$ cat config.mk
export PLATFORM = sky130hd
export DESIGN_NAME = n64_poll_transmitter
export DESIGN_NICKNAME = d
export VERILOG_FILES = /design/src/rtl/n64_pkg.sv /design/src/rtl/n64_us_tick.sv /design/src/rtl/n64_poll_transmitter.sv
export SDC_FILE = /design/constraint.sdc
export NUM_CORES = 1
export LEC_CHECK = 0
export CORE_MARGIN = 2
export CORE_UTILIZATION = 45
export DETAILED_ROUTE_END_ITERATION = 12
export PLACE_DENSITY = 0.67
export SETUP_SLACK_MARGIN = 0.4
export SYNTH_ARGS = -nofsm -noshare
export SYNTH_HDL_FRONTEND = slang
export SYNTH_SLANG_ARGS = --single-unit
$ cat constraint.sdc
create_clock -name clock -period 3.6 [get_ports clock]
set_clock_uncertainty 0.2 [all_clocks]
set_input_delay 0.36 -clock clock [delete_from_list [all_inputs] [get_ports clock]]
set_output_delay 0.36 -clock clock [all_outputs]
set_load 0.02 [all_outputs]
$ cat src/rtl/n64_pkg.sv
// ---------------------------------------------------------------------------
// n64_pkg
// Shared definitions for the N64 console-side poll transmitter:
//   - n64_state_t : transmitter FSM states (GUARD only reachable when the
//                   N64_TX_GUARD_EN build macro is defined)
//   - CMD_*       : well-known controller command bytes
//   - QUARTERS_PER_BIT / STOP_QUARTERS : 1 us quarter-cells per data/stop bit
//   - cell_drive(): pad drive level for a given quarter of a data bit
// ---------------------------------------------------------------------------
package n64_pkg;

    typedef enum logic [2:0] {
        IDLE   = 3'd0,
        BIT    = 3'd1,
        STOP   = 3'd2,
        FINISH = 3'd3,
        GUARD  = 3'd4
    } n64_state_t;

    localparam logic [7:0] CMD_INFO  = 8'h00;
    localparam logic [7:0] CMD_POLL  = 8'h01;
    localparam logic [7:0] CMD_RESET = 8'hFF;

    localparam int QUARTERS_PER_BIT = 4;
    localparam int STOP_QUARTERS    = 3;

    // Open-drain drive for one quarter of a data cell (1 = pull low).
    // Quarter 0 always low, quarter 3 always released, the middle two
    // carry the data: low for a 0, released for a 1.
    function automatic logic cell_drive(input logic [1:0] quarter,
                                        input logic       bit_val);
        logic drive;
        case (quarter)
            2'd0:       drive = 1'b1;
            2'd1, 2'd2: drive = ~bit_val;
            default:    drive = 1'b0;
        endcase
        return drive;
    endfunction

endpackage

$ cat src/rtl/n64_us_tick.sv
// ---------------------------------------------------------------------------
// n64_us_tick
// Free-running 0..US_TICKS-1 counter producing one quarter-cell timebase.
// Ports:
//   clock : clock, rising edge
//   reset : synchronous active-high reset (counter to 0)
//   clear : synchronous restart of the count (phase-aligns to a new frame)
//   tick  : high for one cycle while the count sits at US_TICKS-1
// ---------------------------------------------------------------------------
module n64_us_tick #(
    parameter int US_TICKS = 12
) (
    input  logic clock,
    input  logic reset,
    input  logic clear,
    output logic tick
);

    localparam int TW = (US_TICKS > 1) ? $clog2(US_TICKS) : 1;

    logic [TW-1:0] r_count;
    logic          w_last;

    assign w_last = (r_count == TW'(US_TICKS - 1));
    assign tick   = w_last;

    // Quarter-cell counter: restart on reset/clear, wrap after US_TICKS cycles.
    always_ff @(posedge clock) begin
        if (reset || clear) begin
            r_count <= {TW{1'b0}};
        end else if (w_last) begin
            r_count <= {TW{1'b0}};
        end else begin
            r_count <= r_count + TW'(1);
        end
    end

endmodule

$ cat src/rtl/n64_poll_transmitter.sv
// ---------------------------------------------------------------------------
// n64_poll_transmitter
// Console-side serialiser for the N64 one-wire controller bus. Sends an
// 8-bit command MSB first plus a console stop bit using 4-quarter bit cells,
// then pulses done/rx_enable to arm the serial-to-parallel receiver.
//
// Parameters:
//   US_TICKS : clock cycles per 1 us quarter-cell (>= 2)
//   RESP_US  : response guard length in us (only with N64_TX_GUARD_EN)
// Build option:
//   N64_TX_GUARD_EN : after FINISH hold busy (line released) for
//                     RESP_US x US_TICKS cycles so the controller reply
//                     window cannot be trampled by a new request.
// Ports:
//   clock     : clock, rising edge
//   reset     : synchronous active-high reset
//   start     : frame request, only looked at in IDLE
//   cmd[7:0]  : command byte, captured when start is accepted
//   busy      : frame (or guard window) in progress
//   done      : one-cycle pulse at frame end
//   rx_enable : one-cycle pulse with done, to receiver enable_latch
//   data_oe   : 1 = pad pulls the line low, 0 = release
// ---------------------------------------------------------------------------
module n64_poll_transmitter
    import n64_pkg::*;
#(
    parameter int US_TICKS = 12,
    parameter int RESP_US  = 160
) (
    input  logic       clock,
    input  logic       reset,
    input  logic       start,
    input  logic [7:0] cmd,
    output logic       busy,
    output logic       done,
    output logic       rx_enable,
    output logic       data_oe
);

    // Parameter sanity: an unsupported setting elaborates this empty marker.
    localparam bit CFG_OK = (US_TICKS >= 2) && (RESP_US >= 1);
    if (!CFG_OK) begin : g_cfg_unsupported
    end

    n64_state_t r_state;
    logic [7:0] r_shift;
    logic [2:0] r_bit_idx;
    logic [1:0] r_quarter;
    logic       r_busy;
    logic       r_done;
    logic       r_rx_enable;
    logic       r_data_oe;
`ifdef N64_TX_GUARD_EN
    logic [15:0] r_guard_cnt;
`endif

    logic w_accept;
    logic w_tick_clear;
    logic w_tick;

    assign w_accept = (r_state == IDLE) && start;
    // Re-phase the timebase at frame start and when leaving FINISH so the
    // guard window is an exact whole number of quarter-cells.
    assign w_tick_clear = w_accept || (r_state == FINISH);

    n64_us_tick #(
        .US_TICKS (US_TICKS)
    ) u_us_tick (
        .clock (clock),
        .reset (reset),
        .clear (w_tick_clear),
        .tick  (w_tick)
    );

    // Transmitter FSM; all outputs are registered next-cycle values so the
    // pad only moves on quarter boundaries.
    always_ff @(posedge clock) begin
        if (reset) begin
            r_state     <= IDLE;
            r_shift     <= 8'h00;
            r_bit_idx   <= 3'd0;
            r_quarter   <= 2'd0;
            r_busy      <= 1'b0;
            r_done      <= 1'b0;
            r_rx_enable <= 1'b0;
            r_data_oe   <= 1'b0;
`ifdef N64_TX_GUARD_EN
            r_guard_cnt <= 16'd0;
`endif
        end else begin
            r_done      <= 1'b0;
            r_rx_enable <= 1'b0;
            case (r_state)
                IDLE: begin
                    if (start) begin
                        r_state   <= BIT;
                        r_shift   <= cmd;
                        r_bit_idx <= 3'd7;
                        r_quarter <= 2'd0;
                        r_busy    <= 1'b1;
                        r_data_oe <= 1'b1;
                    end else begin
                        r_busy    <= 1'b0;
                        r_data_oe <= 1'b0;
                    end
                end
                BIT: begin
                    if (w_tick) begin
                        if (r_quarter == 2'(QUARTERS_PER_BIT - 1)) begin
                            // Next cell (data or stop) always opens low.
                            r_quarter <= 2'd0;
                            r_data_oe <= 1'b1;
                            if (r_bit_idx == 3'd0) begin
                                r_state <= STOP;
                            end else begin
                                r_bit_idx <= r_bit_idx - 3'd1;
                            end
                        end else begin
                            r_quarter <= r_quarter + 2'd1;
                            r_data_oe <= cell_drive(r_quarter + 2'd1,
                                                    r_shift[r_bit_idx]);
                        end
                    end
                end
                STOP: begin
                    if (w_tick) begin
                        if (r_quarter == 2'(STOP_QUARTERS - 1)) begin
                            r_state     <= FINISH;
                            r_quarter   <= 2'd0;
                            r_busy      <= 1'b0;
                            r_data_oe   <= 1'b0;
                            r_done      <= 1'b1;
                            r_rx_enable <= 1'b1;
                        end else begin
                            r_quarter <= r_quarter + 2'd1;
                            r_data_oe <= 1'b0;
                        end
                    end
                end
                FINISH: begin
`ifdef N64_TX_GUARD_EN
                    r_state     <= GUARD;
                    r_busy      <= 1'b1;
                    r_guard_cnt <= 16'd0;
`else
                    r_state     <= IDLE;
                    r_busy      <= 1'b0;
`endif
                    r_data_oe   <= 1'b0;
                end
`ifdef N64_TX_GUARD_EN
                GUARD: begin
                    r_data_oe <= 1'b0;
                    if (w_tick) begin
                        if (r_guard_cnt == 16'(RESP_US - 1)) begin
                            r_state <= IDLE;
                            r_busy  <= 1'b0;
                        end else begin
                            r_guard_cnt <= r_guard_cnt + 16'd1;
                        end
                    end
                end
`endif
                default: begin
                    r_state   <= IDLE;
                    r_busy    <= 1'b0;
                    r_data_oe <= 1'b0;
                end
            endcase
        end
    end

    assign busy      = r_busy;
    assign done      = r_done;
    assign rx_enable = r_rx_enable;
    assign data_oe   = r_data_oe;

endmodule

==> results of run 1 <==
[power breakdown]
part,internal [W],switching [W]
logic,0.000242,0.000311
clock network,0.0000617,0.0000735
registers,0.000302,0.0000505
total,0.000606,0.000435
[worst paths after layout]
path	slack, ps	cells after the start	endpoint
max	1650	6	data_oe$_SDFFE_PP0P_
min	260	2	r_shift[6]$_SDFFE_PP0P_
max reg2reg	1650	6	data_oe$_SDFFE_PP0P_
min reg2reg	260	2	r_shift[6]$_SDFFE_PP0P_
[Yosys cell counts, types with 2 or more instances]
cell      instances  area (sq um)
dfxtp_1          22           440
nand2_1          18          67.6
a21oi_1          17          85.1
ha_1             11           138
inv_1            10          37.5
nor2_1            9          33.8
nand2b_1          4          25.0
nand3_1           4          20.0
a31o_1            3          26.3
nand4_1           3          18.8
a211oi_1          2          15.0
a31oi_1           2          12.5
and2_1            2          12.5
clkbuf_1          2          7.51
mux2i_1           2          20.0
nand4b_1          2          17.5
nor3_1            2          10.0
[registers in the layout (all words and copies together), names as in the netlist]
| signal | cells |
|---|---|
| r_quarter | 2 |
| busy | 1 |
| r_state | 2 |
| r_shift | 8 |
| r_bit_idx | 3 |
| rx_enable | 1 |
| data_oe | 1 |
| u_us_tick.r_count | 4 |
[through the flow]
stage	std cells	worst slack, ps
2_1_floorplan	137	1800
3_3_place_gp	177	1590
3_5_place_dp	177	1530
4_1_cts	181	1650
5_1_grt	181	1510
6_report	181	1650
[metal layers]
metal | vias up | global-route usage | part of all wire
li1 | 507 | - | -
met1 | 461 | 0.236 | 0.49
met2 | 19 | 0.271 | 0.47
met3 | 4 | 0.0302 | 0.037
met5 | - | 0 | 0
met4 | 0 | 0.0510 | 0.0083
[worst reg2reg max path, cell delays in order, from the launching register on]
cell and delay (ps):
dfxtp_1 370, inv_1 80, ha_1 330, or2_4 330
and3_4 190, nor4_2 230, a211oi_2 100
[cells by family (layout without fill, tap and decap cells)]
| family | after synthesis | count (layout) | share of synthesized area |
|---|---|---|---|
| AOI/OAI and AO/OA | 32 | 32 | 0.193 |
| muxes | 3 | 3 | 0.0348 |
| xor gates and xnor gates | 2 | 2 | 0.0143 |
| adders and majority gates | 11 | 11 | 0.113 |
| buffers and inverters | 15 | 29 | 0.0564 |
| DFF | 22 | 22 | 0.361 |
| and+or+nand+nor | 52 | 52 | 0.228 |
[cell type report]
type	instances	area (sq um)	area share
Multi-Input combinational cell	100	712	0.504
Timing Repair Buffer	15	148	0.105
Sequential cell	22	440	0.312
Tap cell	30	37.5	0.0266
Clock buffer	4	36.3	0.0257
Inverter	10	37.5	0.0266
==> impl_metrics.env, run 1 <==
export IMPL_worst_hold_startpoint="r_shift[6]$_SDFFE_PP0P_"
export IMPL_nets=174
export IMPL_mostFrequentLayoutCells="22 x dfxtp_1, 18 x nand2_1, 17 x a21oi_1"
export IMPL_ir_drop_uv=456
export IMPL_final_cell_area_sq_um=1410
export IMPL_max_stage_delay_ps=370
export IMPL_whs_ps=264
export IMPL_max_freq_mhz=513
export IMPL_ctsResizeCount=0
export IMPL_r2r_start="r_state[1]$_SDFFE_PP0P_"
export IMPL_ant_nets=0
export IMPL_yosysSeqAreaShare=0.361
export IMPL_cts_sinks=22
export IMPL_port_buffers=14
export IMPL_cap_violations=0
export IMPL_required_ps=3600
export IMPL_rsz0062_at_grt="false"
export IMPL_drt_iter0_markers=36
export IMPL_cts_root_buffer_cell="clkbuf_4"
export IMPL_drc=0
export IMPL_mostFrequentLayoutCell="dfxtp_1"
export IMPL_wire_per_inst_microns=13.3
export IMPL_die_width_microns=56.1
export IMPL_syn_inst=137
export IMPL_cp_cell_sequence="inv_1, ha_1, or2_4, and3_4, nor4_2, a211oi_2"
export IMPL_htreeDepth=1
export IMPL_maxSlewViolCount=0
export IMPL_cp_startpoint="r_state[1]$_SDFFE_PP0P_"
export IMPL_wirelength_mm=2.41
export IMPL_clk_latency_ps=300
export IMPL_hp_class="reg2reg"
export IMPL_gp_congestion=0.777
export IMPL_max_slew_margin=0.718
export IMPL_cts_buffer_depth=2
export IMPL_p_total_w=0.00104
export IMPL_yosys_most_used_dff="dfxtp_1"
export IMPL_synth_area_per_cell_sq_um=8.91
export IMPL_cp_arrival_ps=1950
export IMPL_layout_drive_gt1_share=0.106
export IMPL_num_antenna_cells=0
export IMPL_hpwl_mm=1.85
export IMPL_core_sq_um=2520
export IMPL_cts_hold_buffers=0
export IMPL_cts_made_buffers=3
export IMPL_ios=15
export IMPL_grt_pass1_vias=980
export IMPL_grt_max_degree=20
export IMPL_initial_utilization=0.484
export IMPL_async_flop_share=0
export IMPL_antenna_found_initial=0
export IMPL_place_area_sq_um=1380
export IMPL_syn_nets=159
export IMPL_viasPerCell=5.48
export IMPL_power_density_nw_per_um2=738
export IMPL_leakagePower_nw=0.531
export IMPL_hold_viol_final=0
export IMPL_synth_edf_count=0
export IMPL_clk_pin_slew_ps=120
export IMPL_fin_util=0.560
export IMPL_finalSetupViolations=0
export IMPL_critPathSlowestCell="dfxtp_1"
export IMPL_rows=18
export IMPL_fin_crit_sh=0.541
export IMPL_crit_path_max_fanout=10
export IMPL_synth_seq_cells=22
export IMPL_crit_buf_inv=1
export IMPL_cts_tree="done"
export IMPL_worstSetupPathType="reg2reg"
export IMPL_die_area_sq_um=3150
export IMPL_overflow=0
export IMPL_areaGrowthSynthToFinish_pct=15.6
export IMPL_cp_end_kind="flop"
export IMPL_firstDrtPassIters=4
export IMPL_syn_cell_area_sq_um=1220
export IMPL_post_cts_setup_buffers=0
export IMPL_ys_warn_count=0
export IMPL_status="completed"
export IMPL_worst_pin_slew_ps=423
export IMPL_track_usage=0.171
export IMPL_n_fill_cell=225
export IMPL_critPathTopFamily="simple AND/OR/NAND/NOR gates"
export IMPL_tns_ps=0
export IMPL_vias=991
export IMPL_critPathLaunchType="flop"
export IMPL_die_h_microns=56.1
export IMPL_grt_pass1_wl_mm=4.40
export IMPL_post_route_min_period_ps=1950
export IMPL_synth_cell_type_count=39
Power figures use the tool's default switching activity.
==> run 2, diff against run 1 <==
clock period = 1.9 ns   (was 3.6 ns; I/O delays follow)
==> impl_metrics.env, run 2 (synthesis results as in run 1) <==
export IMPL_cp_arrival_ps=1720
export IMPL_hold_viol_final=0
export IMPL_cap_violations=0
export IMPL_core_sq_um=2520
export IMPL_areaGrowthSynthToFinish_pct=35.3
export IMPL_mostFrequentLayoutCells="17 x nand2_1, 16 x a21oi_1, 14 x dfxtp_1"
export IMPL_leakagePower_nw=0.635
export IMPL_status="completed"
export IMPL_htreeDepth=1
export IMPL_hpwl_mm=1.81
export IMPL_cts_hold_buffers=0
export IMPL_die_area_sq_um=3150
export IMPL_wire_per_inst_microns=14.3
export IMPL_ant_nets=0
export IMPL_fin_crit_sh=0.896
export IMPL_tns_ps=0
export IMPL_rows=18
export IMPL_post_route_min_period_ps=1700
export IMPL_firstDrtPassIters=4
export IMPL_crit_path_max_fanout=6
export IMPL_port_buffers=14
export IMPL_met2_length_mm=1.33
export IMPL_fin_util=0.655
export IMPL_viasPerCell=5.62
export IMPL_whs_ps=214
export IMPL_clk_latency_ps=300
export IMPL_num_antenna_cells=0
export IMPL_critPathLaunchType="flop"
export IMPL_clk_pin_slew_ps=130
export IMPL_wl_met1_mm=1.27
export IMPL_met3WireLength_microns=123
export IMPL_worstSetupPathType="reg2reg"
export IMPL_ios=15
export IMPL_n_fill_cell=215
export IMPL_hp_class="in2reg"
export IMPL_worst_pin_slew_ps=423
export IMPL_cts_buffer_depth=2
export IMPL_power_density_nw_per_um2=1480
export IMPL_largest_registers="r_shift (8), u_us_tick.r_count (4), r_bit_idx (3)"
export IMPL_track_usage=0.176
export IMPL_max_slew_margin=0.718
export IMPL_antenna_found_initial=0
export IMPL_rsz0062_at_grt="true"
export IMPL_grt_pass1_wl_mm=4.49
export IMPL_mostFrequentLayoutCell="nand2_1"
export IMPL_cts_sinks=22
export IMPL_grt_max_degree=14
export IMPL_cts_tree="done"
export IMPL_required_ps=1920
export IMPL_vias=1085
export IMPL_max_freq_mhz=588
export IMPL_ir_drop_uv=1080
export IMPL_cp_end_kind="flop"
export IMPL_die_h_microns=56.1
export IMPL_maxSlewViolCount=0
export IMPL_initial_utilization=0.484
export IMPL_layout_drive_gt1_share=0.319
export IMPL_top_register="r_shift"
export IMPL_largest_register_ffs=8
export IMPL_p_total_w=0.00245
export IMPL_die_width_microns=56.1
export IMPL_grt_pass1_vias=1045
export IMPL_drc=0
export IMPL_cts_root_buffer_cell="clkbuf_4"
export IMPL_drt_iter0_markers=32
export IMPL_cts_made_buffers=3
export IMPL_wirelength_mm=2.76
export IMPL_top_layer="met4"
export IMPL_overflow=0
export IMPL_finalSetupViolations=0
export IMPL_nets=186
export IMPL_gp_congestion=0.732
run 2: cell types whose count changed in the layout (fill, tap and decap cells not counted), moves of 3 or more:
cell,delta
ha_4,+4
dfxtp_1,-8
dlygate4sd2_1,+4
clkdlybuf4s50_1,-4
dfxtp_2,+5
buf_4,+10
dfxtp_4,+3
inv_1,-4
ha_1,-5
run 2: repair_timing:
item	4_1_cts	5_1_grt
setup endpoints to repair	21	15
pin swaps	13	10
endpoints found under the hold margin	0	0
cloned	1	0
buffers inserted	7	3
gates resized for setup	25	10
run 2: metrics by stage:
stage	setup WS, ps	instances	instance area [sq um]
after global routing	143	193	1650
after global placement	131	178	1410
after floorplan	258	137	1250
after detailed placement	79.3	178	1410
final	198	193	1650
after CTS	191	190	1600
run 2: area by class of cell:
type                    instances  area (sq um)  area share
well taps                      30          37.5      0.0227
inverters                      10          45.0      0.0273
multi-input cells             101           831       0.503
flip-flops and latches         22           458       0.277
clock buffers                   3          22.5      0.0136
repair buffers                 26           229       0.139
clock inverters                 1          30.0      0.0182
run 2: worst max-delay path, stage by stage, from the launching register on:
cell and delay [ps]:
dfxtp_4 390, inv_6 70, ha_4 170, nand4b_1 220, o22ai_2 240, a21oi_1 100
a211oi_1 220
run 2: power breakdown:
group	leakage, nW	internal (W)	switching (W)
Combinational	0.423	0.000665	0.000700
Clock	0.0279	0.000213	0.000147
Sequential	0.184	0.000597	0.000128
run 2: path summary, 6_finish.rpt:
path / startpoint / endpoint / slack, ps / cells after the start
min: cmd[1] / r_shift[1]$_SDFFE_PP0P_ / 210 / 3
min reg2reg: r_shift[3]$_SDFFE_PP0P_ / r_shift[3]$_SDFFE_PP0P_ / 270 / 2
max reg2reg: r_state[1]$_SDFFE_PP0P_ / r_bit_idx[1]$_SDFFE_PP0P_ / 200 / 6
max: r_state[1]$_SDFFE_PP0P_ / r_bit_idx[1]$_SDFFE_PP0P_ / 200 / 6
run 2: routing by layer:
metal / track usage / vias to the layer above
met5: 0 / -
met4: 0.0374 / 0
met3: 0.0302 / 5
met2: 0.292 / 29
met1: 0.238 / 517
li1: - / 534
